[src/rtl/vga_fb_arbiter.sv]
// vga_fb_arbiter
// Single-port framebuffer arbiter between the VGA timing generator and the
// pixel RAM. Display scanout owns every cycle whose 3-column lookahead lands
// on a visible pixel; a valid/ready pixel writer owns all remaining cycles.
// Scan reads are issued three cycles early so the pixel for column x is on
// pix_data while disp_x == x.
//
// Optional feature: define FB_STALL_CNT_EN to build the writer stall counter.
// Without it, stall_cnt is tied to zero and no counter logic exists.

module vga_fb_arbiter #(
  parameter int unsigned H_ACTIVE = 640,
  parameter int unsigned H_TOTAL  = 768,
  parameter int unsigned V_ACTIVE = 480,
  parameter int unsigned V_TOTAL  = 512,
  parameter int unsigned ADDR_W   = 19,
  parameter int unsigned DATA_W   = 8
) (
  input  logic              clk,
  input  logic              rst_n,
  input  logic [9:0]        disp_x,
  input  logic [8:0]        disp_y,
  input  logic              wr_valid,
  output logic              wr_ready,
  input  logic [ADDR_W-1:0] wr_addr,
  input  logic [DATA_W-1:0] wr_data,
  output logic              wr_err,
  output logic [ADDR_W-1:0] mem_addr,
  output logic              mem_we,
  output logic [DATA_W-1:0] mem_wdata,
  input  logic [DATA_W-1:0] mem_rdata,
  output logic [DATA_W-1:0] pix_data,
  output logic              pix_valid,
  output logic              frame_start,
  output logic [15:0]       stall_cnt
);

  // Number of addressable visible pixels; anything at or above is dropped.
  localparam int unsigned PIX_TOTAL = H_ACTIVE * V_ACTIVE;

  // Lookahead distance between the read decision and the displayed pixel.
  localparam logic [10:0] LOOKAHEAD = 11'd3;

  // SYNC: waiting for the first row-0/column-0 slot, no reads issued.
  // SCAN / BLANK: locked to the raster; records whether the previous cycle
  // was a scan slot.
  typedef enum logic [1:0] {
    SYNC  = 2'd0,
    SCAN  = 2'd1,
    BLANK = 2'd2
  } state_t;

  state_t state;

  // Lookahead coordinates and slot classification.
  logic [10:0]       lx_sum;
  logic              lx_wrap;
  logic [10:0]       lx;
  logic [8:0]        ly;
  logic              scan_slot;
  logic              frame_slot;
  logic              scan_issue;
  logic              xfer;
  logic              wr_in_range;

  // Scan address: the register holds the address for the next scan slot;
  // scan_cur is the address actually used this cycle (forced to 0 on the
  // first pixel of a frame so the counter self-realigns every frame).
  logic [ADDR_W-1:0] scan_addr;
  logic [ADDR_W-1:0] scan_cur;

  // Two-deep "scan read issued" history matching the RAM read latency.
  logic              issue_d1;
  logic              issue_d2;

  // Compute the column/row the current decision is fetching for.
  always_comb begin
    // NOTE: every signal gets a default at the top of the block so no path
    // through the if below can leave it unassigned and infer a latch.
    lx_sum  = {1'b0, disp_x} + LOOKAHEAD;
    lx_wrap = (lx_sum >= 11'(H_TOTAL));
    lx      = lx_sum;
    ly      = disp_y;
    if (lx_wrap) begin
      lx = lx_sum - 11'(H_TOTAL);
      ly = (disp_y == 9'(V_TOTAL - 1)) ? 9'd0 : disp_y + 9'd1;
    end
  end

  assign scan_slot  = (lx < 11'(H_ACTIVE)) && (ly < 9'(V_ACTIVE));
  assign frame_slot = scan_slot && (lx == 11'd0) && (ly == 9'd0);

  // A read is issued on every scan slot once locked, and on the frame slot
  // that takes the block out of SYNC.
  assign scan_issue = scan_slot && ((state != SYNC) || frame_slot);

  // The writer gets every cycle the scan does not use, so the two can never
  // drive the RAM port together.
  assign wr_ready    = !scan_issue;
  assign xfer        = wr_valid && wr_ready;
  assign wr_in_range = (wr_addr < ADDR_W'(PIX_TOTAL));

  assign scan_cur = frame_slot ? '0 : scan_addr;

  // Raster lock state machine: leave SYNC only on the first frame slot,
  // then track the slot type every cycle.
  always_ff @(posedge clk or negedge rst_n) begin
    // NOTE: sequential state is written with non-blocking assignments so all
    // flops sample their inputs from the same pre-edge values.
    if (!rst_n) begin
      state <= SYNC;
    end else if ((state == SYNC) && !frame_slot) begin
      state <= SYNC;
    end else if (scan_slot) begin
      state <= SCAN;
    end else begin
      state <= BLANK;
    end
  end

  // Scan address counter: advances on every scan slot, realigned to 0 on the
  // frame slot, so no y*H_ACTIVE multiply is needed.
  always_ff @(posedge clk or negedge rst_n) begin
    if (!rst_n) begin
      scan_addr <= '0;
    end else if (scan_slot) begin
      scan_addr <= scan_cur + ADDR_W'(1);
    end
  end

  // Registered RAM port: scan read has priority, otherwise an accepted write;
  // out-of-range writes are acknowledged, dropped and flagged.
  always_ff @(posedge clk or negedge rst_n) begin
    if (!rst_n) begin
      mem_addr  <= '0;
      mem_we    <= 1'b0;
      mem_wdata <= '0;
      wr_err    <= 1'b0;
    end else begin
      mem_we <= 1'b0;
      wr_err <= 1'b0;
      if (scan_issue) begin
        mem_addr <= scan_cur;
      end else if (xfer) begin
        if (wr_in_range) begin
          mem_addr  <= wr_addr;
          mem_we    <= 1'b1;
          mem_wdata <= wr_data;
        end else begin
          wr_err <= 1'b1;
        end
      end
    end
  end

  // Frame start pulse lines up with mem_addr carrying address 0.
  always_ff @(posedge clk or negedge rst_n) begin
    if (!rst_n) begin
      frame_start <= 1'b0;
    end else begin
      frame_start <= scan_issue && frame_slot;
    end
  end

  // Pixel output pipeline: blanking and unsynchronised cycles output black.
  always_ff @(posedge clk or negedge rst_n) begin
    if (!rst_n) begin
      issue_d1  <= 1'b0;
      issue_d2  <= 1'b0;
      pix_valid <= 1'b0;
      pix_data  <= '0;
    end else begin
      issue_d1  <= scan_issue;
      issue_d2  <= issue_d1;
      pix_valid <= issue_d2;
      pix_data  <= issue_d2 ? mem_rdata : '0;
    end
  end

`ifdef FB_STALL_CNT_EN
  logic [15:0] stall_q;

  // Saturating count of cycles the writer waited; cleared each frame start,
  // with the clear winning over a coincident stall.
  always_ff @(posedge clk or negedge rst_n) begin
    if (!rst_n) begin
      stall_q <= '0;
    end else if (frame_start) begin
      stall_q <= '0;
    end else if (wr_valid && !wr_ready && (stall_q != 16'hFFFF)) begin
      stall_q <= stall_q + 16'd1;
    end
  end

  assign stall_cnt = stall_q;
`else
  assign stall_cnt = '0;
`endif

endmodule

[config.mk]
export PLATFORM = sky130hd
export DESIGN_NAME = vga_fb_arbiter
export DESIGN_NICKNAME = d
export VERILOG_FILES = /design/src/rtl/vga_fb_arbiter.sv
export SDC_FILE = /design/constraint.sdc
export NUM_CORES = 1
export LEC_CHECK = 0
export CORE_ASPECT_RATIO = 0.7
export CORE_UTILIZATION = 42
export DETAILED_ROUTE_END_ITERATION = 10
export PLACE_DENSITY = 0.77
export SLEW_MARGIN = 10
export SYNTH_ARGS = -nofsm -noshare
export SYNTH_HDL_FRONTEND = slang
export SYNTH_SLANG_ARGS = --single-unit
[constraint.sdc]
create_clock -name clk -period 4.1 [get_ports clk]
set_input_delay 0.82 -clock clk [delete_from_list [all_inputs] [get_ports clk]]
set_output_delay 0.82 -clock clk [all_outputs]
set_load 0.005 [all_outputs]
==> metrics.log, run 1 <==
[metrics] status: finished with violations
[metrics] failing checks: DRC
[metrics] most area-hungry cell type in the Yosys netlist: sky130_fd_sc_hd__dfrtp_1
[metrics] starting density of the core: between 40% and 50%
[metrics] aggregate global routing overflow: 0
[metrics] startpoint of the worst register-to-register path: scan_addr[6]
[metrics] largest net degree at the start of global routing: 50
[metrics] synthesis warning total: 0
[metrics] area share of the leading cell type in the synthesized netlist: between 40 and 50%
[metrics] number of hold violations in the final report: 0
[metrics] GRT Util Overall: 24.9%
[metrics] maximum single-stage delay on the critical path: approximately 0.6 ns
[metrics] number of antenna violations at the first check in global routing: 0
[metrics] highest-count cells in the layout ignoring fill and taps: 79 x sky130_fd_sc_hd__buf_4, 76 x sky130_fd_sc_hd__clkdlybuf4s50_1, 61 x sky130_fd_sc_hd__dfrtp_1, 28 x sky130_fd_sc_hd__nand2_1, 21 x sky130_fd_sc_hd__nand3_1
[metrics] number of flops mapped to enable cells by yosys: 0
[metrics] end of the worst register-to-register path: scan_addr[18]
[metrics] post-route ant nets: 0
[metrics] async set or reset register ratio after synthesis: 100%
[metrics] Die Outline Area: 8720 sq um
[metrics] cell count of the worst hold path: 0
[metrics] hold-fix buffer count after cts: 0
[metrics] ratio of cells with drive above 1 in the final layout: approximately 27%
[metrics] Worst Skew: 0.00653 ns
[metrics] number of buffers and inverters on the critical path: 4
[metrics] number of placement rows: 27
[metrics] Synth area leaders: sky130_fd_sc_hd__dfrtp_1 44%, sky130_fd_sc_hd__mux2i_1 3.4%, sky130_fd_sc_hd__nand3_1 3.4%
[metrics] Vias: around 3.5k
[metrics] GP Congestion: ~0.94
[metrics] clock buffer count from CTS: 9
[metrics] Max Buffers Root-to-Sink: 2
[metrics] commonest register cell after synthesis: sky130_fd_sc_hd__dfrtp_1
[metrics] Min-Delay Endpoint: issue_d2
[metrics] number of distinct standard cells referenced by the synthesized netlist: 60
[metrics] highest net fanout along the worst path: 3
[metrics] startpoint type of the worst setup path: primary input
[metrics] CTS tree: done
[metrics] Data required, critical path: about 3.3 ns
[metrics] antenna cells: 0
[metrics] average wire length per cell after detail routing: between 15 and 20 um
[metrics] source-to-sink clock delay at the later pin of the worst-skew pair: around 0.33 ns
[metrics] Hold Crit Start: state[0]
[metrics] Crit path top cell by count: sky130_fd_sc_hd__a211oi_2
[metrics] Top Ports: around 110
[metrics] slew at the pin with the worst max-slew slack: roughly 1.1 ns
[metrics] master cell of the clock root buffer: sky130_fd_sc_hd__clkbuf_16
[metrics] total wire length after detailed routing: approximately 11 mm
[metrics] setup TNS after final layout: 0 ns
[metrics] Die Wd: approximately 110 um
[metrics] Max-Slew Margin vs Limit: 27.6%
[metrics] Core Footprint: approximately 8000 sq um
[metrics] P per Cell Area: ~450 nW/um^2
[metrics] most common cell after layout, fill and taps aside: sky130_fd_sc_hd__buf_4
[metrics] wire length of the first global-routing pass: 16.9 mm
[metrics] endpoint kind of the worst setup timing path: output pin
[metrics] total chip power: between 2 and 2.5 mW
[metrics] timing-limited maximum frequency: between 0.2 and 0.25 GHz
[metrics] mean area per synthesized cell: just under 10 sq um
[metrics] kind of critical path: in -> out
[metrics] die height: around 78 um
[metrics] area delta synth->final: 57.7%
[metrics] cell-by-cell trace of the critical path: buf_8, o2111ai_4, nor2_4, xnor2_2, nor2_1, ha_2, and3b_2, buf_6, a211oi_2, a211oi_2, o2111ai_2, or4_4, o31ai_4, inv_1, buf_2
[metrics] clock sinks: between 60 and 70
[metrics] Worst-path clk slew: approximately 0.050 ns
[metrics] Final Max Tran Viols: 0
[metrics] RSZ-0062 raised after global routing: yes
[metrics] final worst hold slack: roughly 0.4 ns
[metrics] Iter 0 DRT Violations: 264
[metrics] post-DP HPWL: ~7.5 mm
[metrics] standby leakage power: 2.46 nW
[metrics] post-layout min period: between 4 and 5 ns
[metrics] netlist area before placement: between 3000 and 4000 sq um
[metrics] part of the cycle the worst path needs: roughly 100%
[metrics] setup slack on the worst flop-to-flop path: about 1.8 ns
[metrics] slowest library cell on the worst path: sky130_fd_sc_hd__or4_4
[metrics] number of setup violations in the final report: 0
[metrics] CTS HTree Levels: 3
[metrics] cell family contributing the most delay on the critical path: simple AND/OR/NAND/NOR gates
[metrics] utilization after layout: a little over two thirds
[metrics] DRC Markers: 16
[metrics] via count of the first global-routing pass: between 3k and 4k
[metrics] type of the worst min-delay path: reg -> reg
[metrics] synthesized flop and latch total: 61
[metrics] data arrival time of the critical path: around 3.3 ns
[metrics] number of vias per cell after detailed routing: 5.46
[metrics] Port Buf Inserts: 96
[metrics] number of cells produced by synthesis: roughly 360
[metrics] # nets final: 591
[metrics] number of max-capacitance violations reported: 0
[metrics] post-synthesis sequential area ratio: 43.6%
[metrics] Worst IR Drop VDD: around 0.27 mV
[metrics] first-pass iteration count of the detailed router: 8
[metrics] count of cells along the worst register-to-register path: 7
[area by class of cell]
type	instances	area (sq um)
fillers	605	2440
multi-input cells	276	1960
repair buffers	177	1570
flip-flops and latches	61	1530
clock buffers	9	225
well taps	101	126
clock inverters	7	98.8
inverters	5	18.8
[power breakdown]
group | total (mW) | internal, mW | switching, mW
registers | 0.878 | 0.765 | 0.113
clock network | 0.816 | 0.534 | 0.281
logic | 0.790 | 0.480 | 0.310
total | 2.48 | 1.78 | 0.704
[routing by layer]
metal,wire length [um],vias to the layer above,GRT usage [%]
met4,99,0,6.08
met2,4920,134,39.3
met1,4810,1705,34.4
met5,0,-,0
li1,-,1624,-
met3,718,8,6.33
[cells in the mapped netlist (4+ instances only)]
master / n
sky130_fd_sc_hd__nor2_1: 19
sky130_fd_sc_hd__and2_1: 15
sky130_fd_sc_hd__and3_1: 8
sky130_fd_sc_hd__a211oi_1: 11
sky130_fd_sc_hd__buf_2: 4
sky130_fd_sc_hd__nand4_1: 4
sky130_fd_sc_hd__nor2b_1: 12
sky130_fd_sc_hd__ha_1: 4
sky130_fd_sc_hd__or4_1: 5
sky130_fd_sc_hd__xnor2_1: 8
sky130_fd_sc_hd__nor3_1: 7
sky130_fd_sc_hd__nand3_1: 24
sky130_fd_sc_hd__mux2i_1: 12
sky130_fd_sc_hd__a21oi_1: 14
sky130_fd_sc_hd__dfrtp_1: 61
sky130_fd_sc_hd__o21ai_0: 17
sky130_fd_sc_hd__buf_4: 16
sky130_fd_sc_hd__clkbuf_1: 13
sky130_fd_sc_hd__xor2_1: 9
sky130_fd_sc_hd__nand2_1: 30
sky130_fd_sc_hd__inv_1: 5
sky130_fd_sc_hd__mux2_4: 8
[stage by stage]
stage / area [sq um] / setup slack, ns / cells
after floorplan: 3630 / 0.00716 / 376
after global placement: 4970 / -0.655 / 601
after detailed placement: 4970 / -0.769 / 601
after CTS: 5410 / 0.00227 / 630
after global routing: 5530 / -0.145 / 636
final: 5530 / 0.00396 / 636
[state kept, by name, indices dropped and copies added, names as in the netlist]
signal / cells
scan_addr: 19
pix_data: 8
pix_valid: 1
state: 2
mem_addr: 19
wr_err: 1
frame_start: 1
mem_we: 1
issue_d2: 1
mem_wdata: 8
[worst max-delay path by stage]
stage                   start            to  slack [ns]  cells after the start
floorplan           disp_x[0]  scan_addr[6]       0.007                     20
global placement    disp_y[1]      wr_ready       -0.66                     12
detailed placement  disp_y[1]      wr_ready       -0.77                     12
CTS                 disp_x[7]      wr_ready       0.002                     14
global route        disp_x[1]      wr_ready       -0.15                     15
finish              disp_x[1]      wr_ready       0.004                     15
[cell families after synthesis]
logic type | count (synthesis) | share of synthesized area (%)
simple gates | 144 | 22.3
buf+inv | 39 | 6.25
fa+ha+maj | 4 | 1.43
mux | 21 | 7.18
xor+xnor | 17 | 4.25
flops | 61 | 43.6
other cells | 1 | 0.107
compound gates | 74 | 14.9
[repair_timing]
| item | CTS | global route |
|---|---|---|
| pin swaps | 18 | 18 |
| hold endpoints to repair | 0 | 0 |
| resized for setup | 40 | 30 |
| endpoints found under the setup margin | 19 | 16 |
| setup buffers | 13 | 6 |
Note: power is estimated with default switching activity, not from simulation.
==> run 2, diff against run 1 <==
--- a/config.mk
+++ b/config.mk
@@ -5,10 +5,13 @@
 export SDC_FILE = /design/constraint.sdc
 export NUM_CORES = 1
 export LEC_CHECK = 0
+export CELL_PAD_IN_SITES_DETAIL_PLACEMENT = 0
+export CELL_PAD_IN_SITES_GLOBAL_PLACEMENT = 1
 export CORE_ASPECT_RATIO = 0.7
-export CORE_UTILIZATION = 42
+export CORE_UTILIZATION = 31
 export DETAILED_ROUTE_END_ITERATION = 10
-export PLACE_DENSITY = 0.77
+export PLACE_DENSITY_LB_ADDON = 0.1
+export SKIP_CTS_REPAIR_TIMING = 1
 export SLEW_MARGIN = 10
 export SYNTH_ARGS = -nofsm -noshare
 export SYNTH_HDL_FRONTEND = slang
==> run 2 against run 1 <==
The flow now finishes without violations. Critical path depth shrank 1. Global-route usage shrank 6.6 points. Sequential share of layout area grew 0.075 points. Non-clock buffer count shrank 6. Die area grew 35%. Utilization shrank 19 points. Critical path type unchanged. Critical endpoint unchanged. Largest cell class unchanged. Largest power group unchanged.
==> metrics.log, run 2 (same netlist as run 1, synthesis figures left out) <==
[metrics] status: finished, final reports clean
[metrics] wire length of the first global-routing pass: about 16 mm
[metrics] data arrival time of the critical path: ~3.3 ns
[metrics] placed cell area: 5070 sq um
[metrics] Worst Skew: about 0.0039 ns
[metrics] area taken by flip-flops and latches: 1530 sq um
[metrics] RSZ-0062 raised after global routing: yes
[metrics] Data required, critical path: 3.28 ns
[metrics] type of the worst min-delay path: reg -> reg
[metrics] post-layout min period: 4.09 ns
[metrics] setup slack on the worst flop-to-flop path: 1.91 ns
[metrics] Max Buffers Root-to-Sink: 2
[metrics] average wire length per cell after detail routing: ~15 um
[metrics] highest-count cells in the layout ignoring fill and taps: 82 x sky130_fd_sc_hd__clkdlybuf4s50_1, 73 x sky130_fd_sc_hd__buf_4, 61 x sky130_fd_sc_hd__dfrtp_1, 30 x sky130_fd_sc_hd__nand2_1, 21 x sky130_fd_sc_hd__nand3_1
[metrics] number of hold violations in the final report: 0
[metrics] startpoint type of the worst setup path: primary input
[metrics] Final Max Tran Viols: 0
[metrics] part of the cycle the worst path needs: approximately 100%
[metrics] Die Wd: between 100 and 150 um
[metrics] Iter 0 DRT Violations: 249
[metrics] DRC Markers: 0
[metrics] post-route ant nets: 0
[metrics] number of antenna violations at the first check in global routing: 0
[metrics] Worst-path clk slew: about 0.050 ns
[metrics] area used by multi-input combinational logic: 1930 sq um
[metrics] GP Congestion: about 0.8
[metrics] clock buffer count from CTS: 9
[metrics] total wire length after detailed routing: between 10 and 15 mm
[metrics] # nets final: approximately 600
[metrics] Psw: ~670 uW
[metrics] cell-by-cell trace of the critical path: buf_6, o2111ai_4, nor2_4, xnor2_2, nor2_1, ha_2, nand3b_1, nor3_2, a21oi_2, o32a_1, or4_4, o31ai_4, inv_1, clkbuf_2
[metrics] endpoint kind of the worst setup timing path: output pin
[metrics] fillers: between 1k and 1.5k
[metrics] kind of critical path: in -> out
[metrics] starting density of the core: between 30% and 40%
[metrics] Vias: between 3k and 4k
[metrics] P per Cell Area: about 440 nW/um^2
[metrics] die height: just over 90 um
[metrics] antenna cells: 0
[metrics] cell family contributing the most delay on the critical path: simple AND/OR/NAND/NOR gates
[metrics] most common cell after layout, fill and taps aside: sky130_fd_sc_hd__clkdlybuf4s50_1
[metrics] Port Buf Inserts: 96
[metrics] CTS HTree Levels: 3
[metrics] Worst IR Drop VDD: around 0.22 mV
[metrics] ratio of cells with drive above 1 in the final layout: 25.1%
[metrics] switching part of the total power: between 20 and 30%
[metrics] number of max-capacitance violations reported: 0
[metrics] standby leakage power: roughly 2.4 nW
[metrics] aggregate global routing overflow: 0
[metrics] via count of the first global-routing pass: a little over 3k
[metrics] number of buffers and inverters on the critical path: 3
[metrics] Die Outline Area: between 10,000 and 15,000 sq um
[metrics] timing-limited maximum frequency: roughly 0.24 GHz
[metrics] area delta synth->final: 57.3%
[metrics] slowest library cell on the worst path: sky130_fd_sc_hd__or4_4
[metrics] Power Internal: roughly 1.8 mW
[metrics] master cell of the clock root buffer: sky130_fd_sc_hd__clkbuf_16
[metrics] GRT Util Overall: between 10% and 20%
[metrics] clock sinks: approximately 60
[metrics] highest net fanout along the worst path: 6
[metrics] post-DP HPWL: 7.71 mm
[metrics] final worst hold slack: 0.375 ns
[metrics] Core Footprint: between 10,000 and 15,000 sq um
[metrics] Comb pwr share: a little under a third
[metrics] CTS tree: done
[metrics] share of total power in the clock network: ~32%
[metrics] first-pass iteration count of the detailed router: 5
[metrics] largest registers: mem_addr (19), scan_addr (19)
[metrics] Top Ports: between 100 and 150
[metrics] largest net degree at the start of global routing: 42
[metrics] slew at the pin with the worst max-slew slack: approximately 0.76 ns
[metrics] source-to-sink clock delay at the later pin of the worst-skew pair: roughly 0.33 ns
[metrics] Max-Slew Margin vs Limit: between 40% and 50%
[metrics] post-route cell area: approximately 5500 sq um
[metrics] power share of the sequential group: approximately 36%
[metrics] maximum single-stage delay on the critical path: about 0.56 ns
[metrics] number of vias per cell after detailed routing: approximately 4.9
[metrics] number of setup violations in the final report: 0
[metrics] number of placement rows: 32
==> run 2: path summary, 6_finish.rpt <==
path / to / depth (start not counted) / startpoint
worst max-delay path: wr_ready / 14 / disp_x[1]
max in group asynchronous: mem_addr[15] / 2 / rst_n
worst max register to register: scan_addr[18] / 7 / scan_addr[6]
min in group asynchronous: pix_data[6] / 1 / rst_n
worst min-delay path: issue_d2 / 0 / state[0]
worst min register to register: issue_d2 / 0 / state[0]
==> run 2: worst reg2reg max path, cell delays in order (launching register included) <==
cell and delay, ns:
sky130_fd_sc_hd__dfrtp_1 0.42, sky130_fd_sc_hd__and4_1 0.27, sky130_fd_sc_hd__and3_1 0.28, sky130_fd_sc_hd__and4_1 0.28, sky130_fd_sc_hd__and4_1 0.23, sky130_fd_sc_hd__nand3_1 0.10, sky130_fd_sc_hd__or4_1 0.40, sky130_fd_sc_hd__a21oi_1 0.15
==> run 2: stage by stage <==
stage | cells | setup TNS [ns] | utilization [%] | setup WS, ns | power, mW
floorplan | 376 | 0 | - | 0.00716 | 1.19
global placement | 655 | -9.76 | 46.0 | -0.655 | 1.64
detailed placement | 655 | -14.43 | 46.0 | -0.748 | 1.65
CTS | 671 | -5.15 | 48.8 | -0.764 | 2.44
global route | 682 | -0.531 | 50.1 | -0.158 | 2.58
finish | 682 | 0 | 50.1 | 0.00688 | 2.42
==> run 2: cell type report <==
| class | instances | share of cell area, % |
|---|---|---|
| Multi-Input combinational cell | 276 | 35.0 |
| Timing Repair Buffer | 171 | 27.8 |
| Tap cell | 153 | 3.47 |
| Clock buffer | 12 | 4.83 |
| Clock inverter | 4 | 0.817 |
| Sequential cell | 61 | 27.7 |
| Inverter | 5 | 0.340 |
==> run 2: per-layer routing <==
layer | part of all wire (%) | GRT usage (%)
met4 | 0.97 | 4.12
met3 | 5.6 | 4.71
met2 | 42 | 25.5
met1 | 51 | 28.0
met5 | 0 | 0
==> run 2: power groups by stage <==
stage	sequential, mW	combinational (mW)	clock, mW
3_5_place_dp	0.870	0.775	0
3_3_place_gp	0.871	0.766	0
6_report	0.863	0.772	0.785
4_1_cts	0.864	0.778	0.802
2_1_floorplan	0.868	0.321	0
5_1_grt	0.888	0.855	0.834
==> run 3, diff against run 2 <==
--- a/config.mk
+++ b/config.mk
@@ -9,6 +9,7 @@
 export CELL_PAD_IN_SITES_GLOBAL_PLACEMENT = 1
 export CORE_ASPECT_RATIO = 0.7
 export CORE_UTILIZATION = 31
+export CTS_CLUSTER_DIAMETER = 150
 export DETAILED_ROUTE_END_ITERATION = 10
 export PLACE_DENSITY_LB_ADDON = 0.1
 export SKIP_CTS_REPAIR_TIMING = 1
==> results of run 3 <==
Final layout, timing and power as in run 2 (identical DEF).
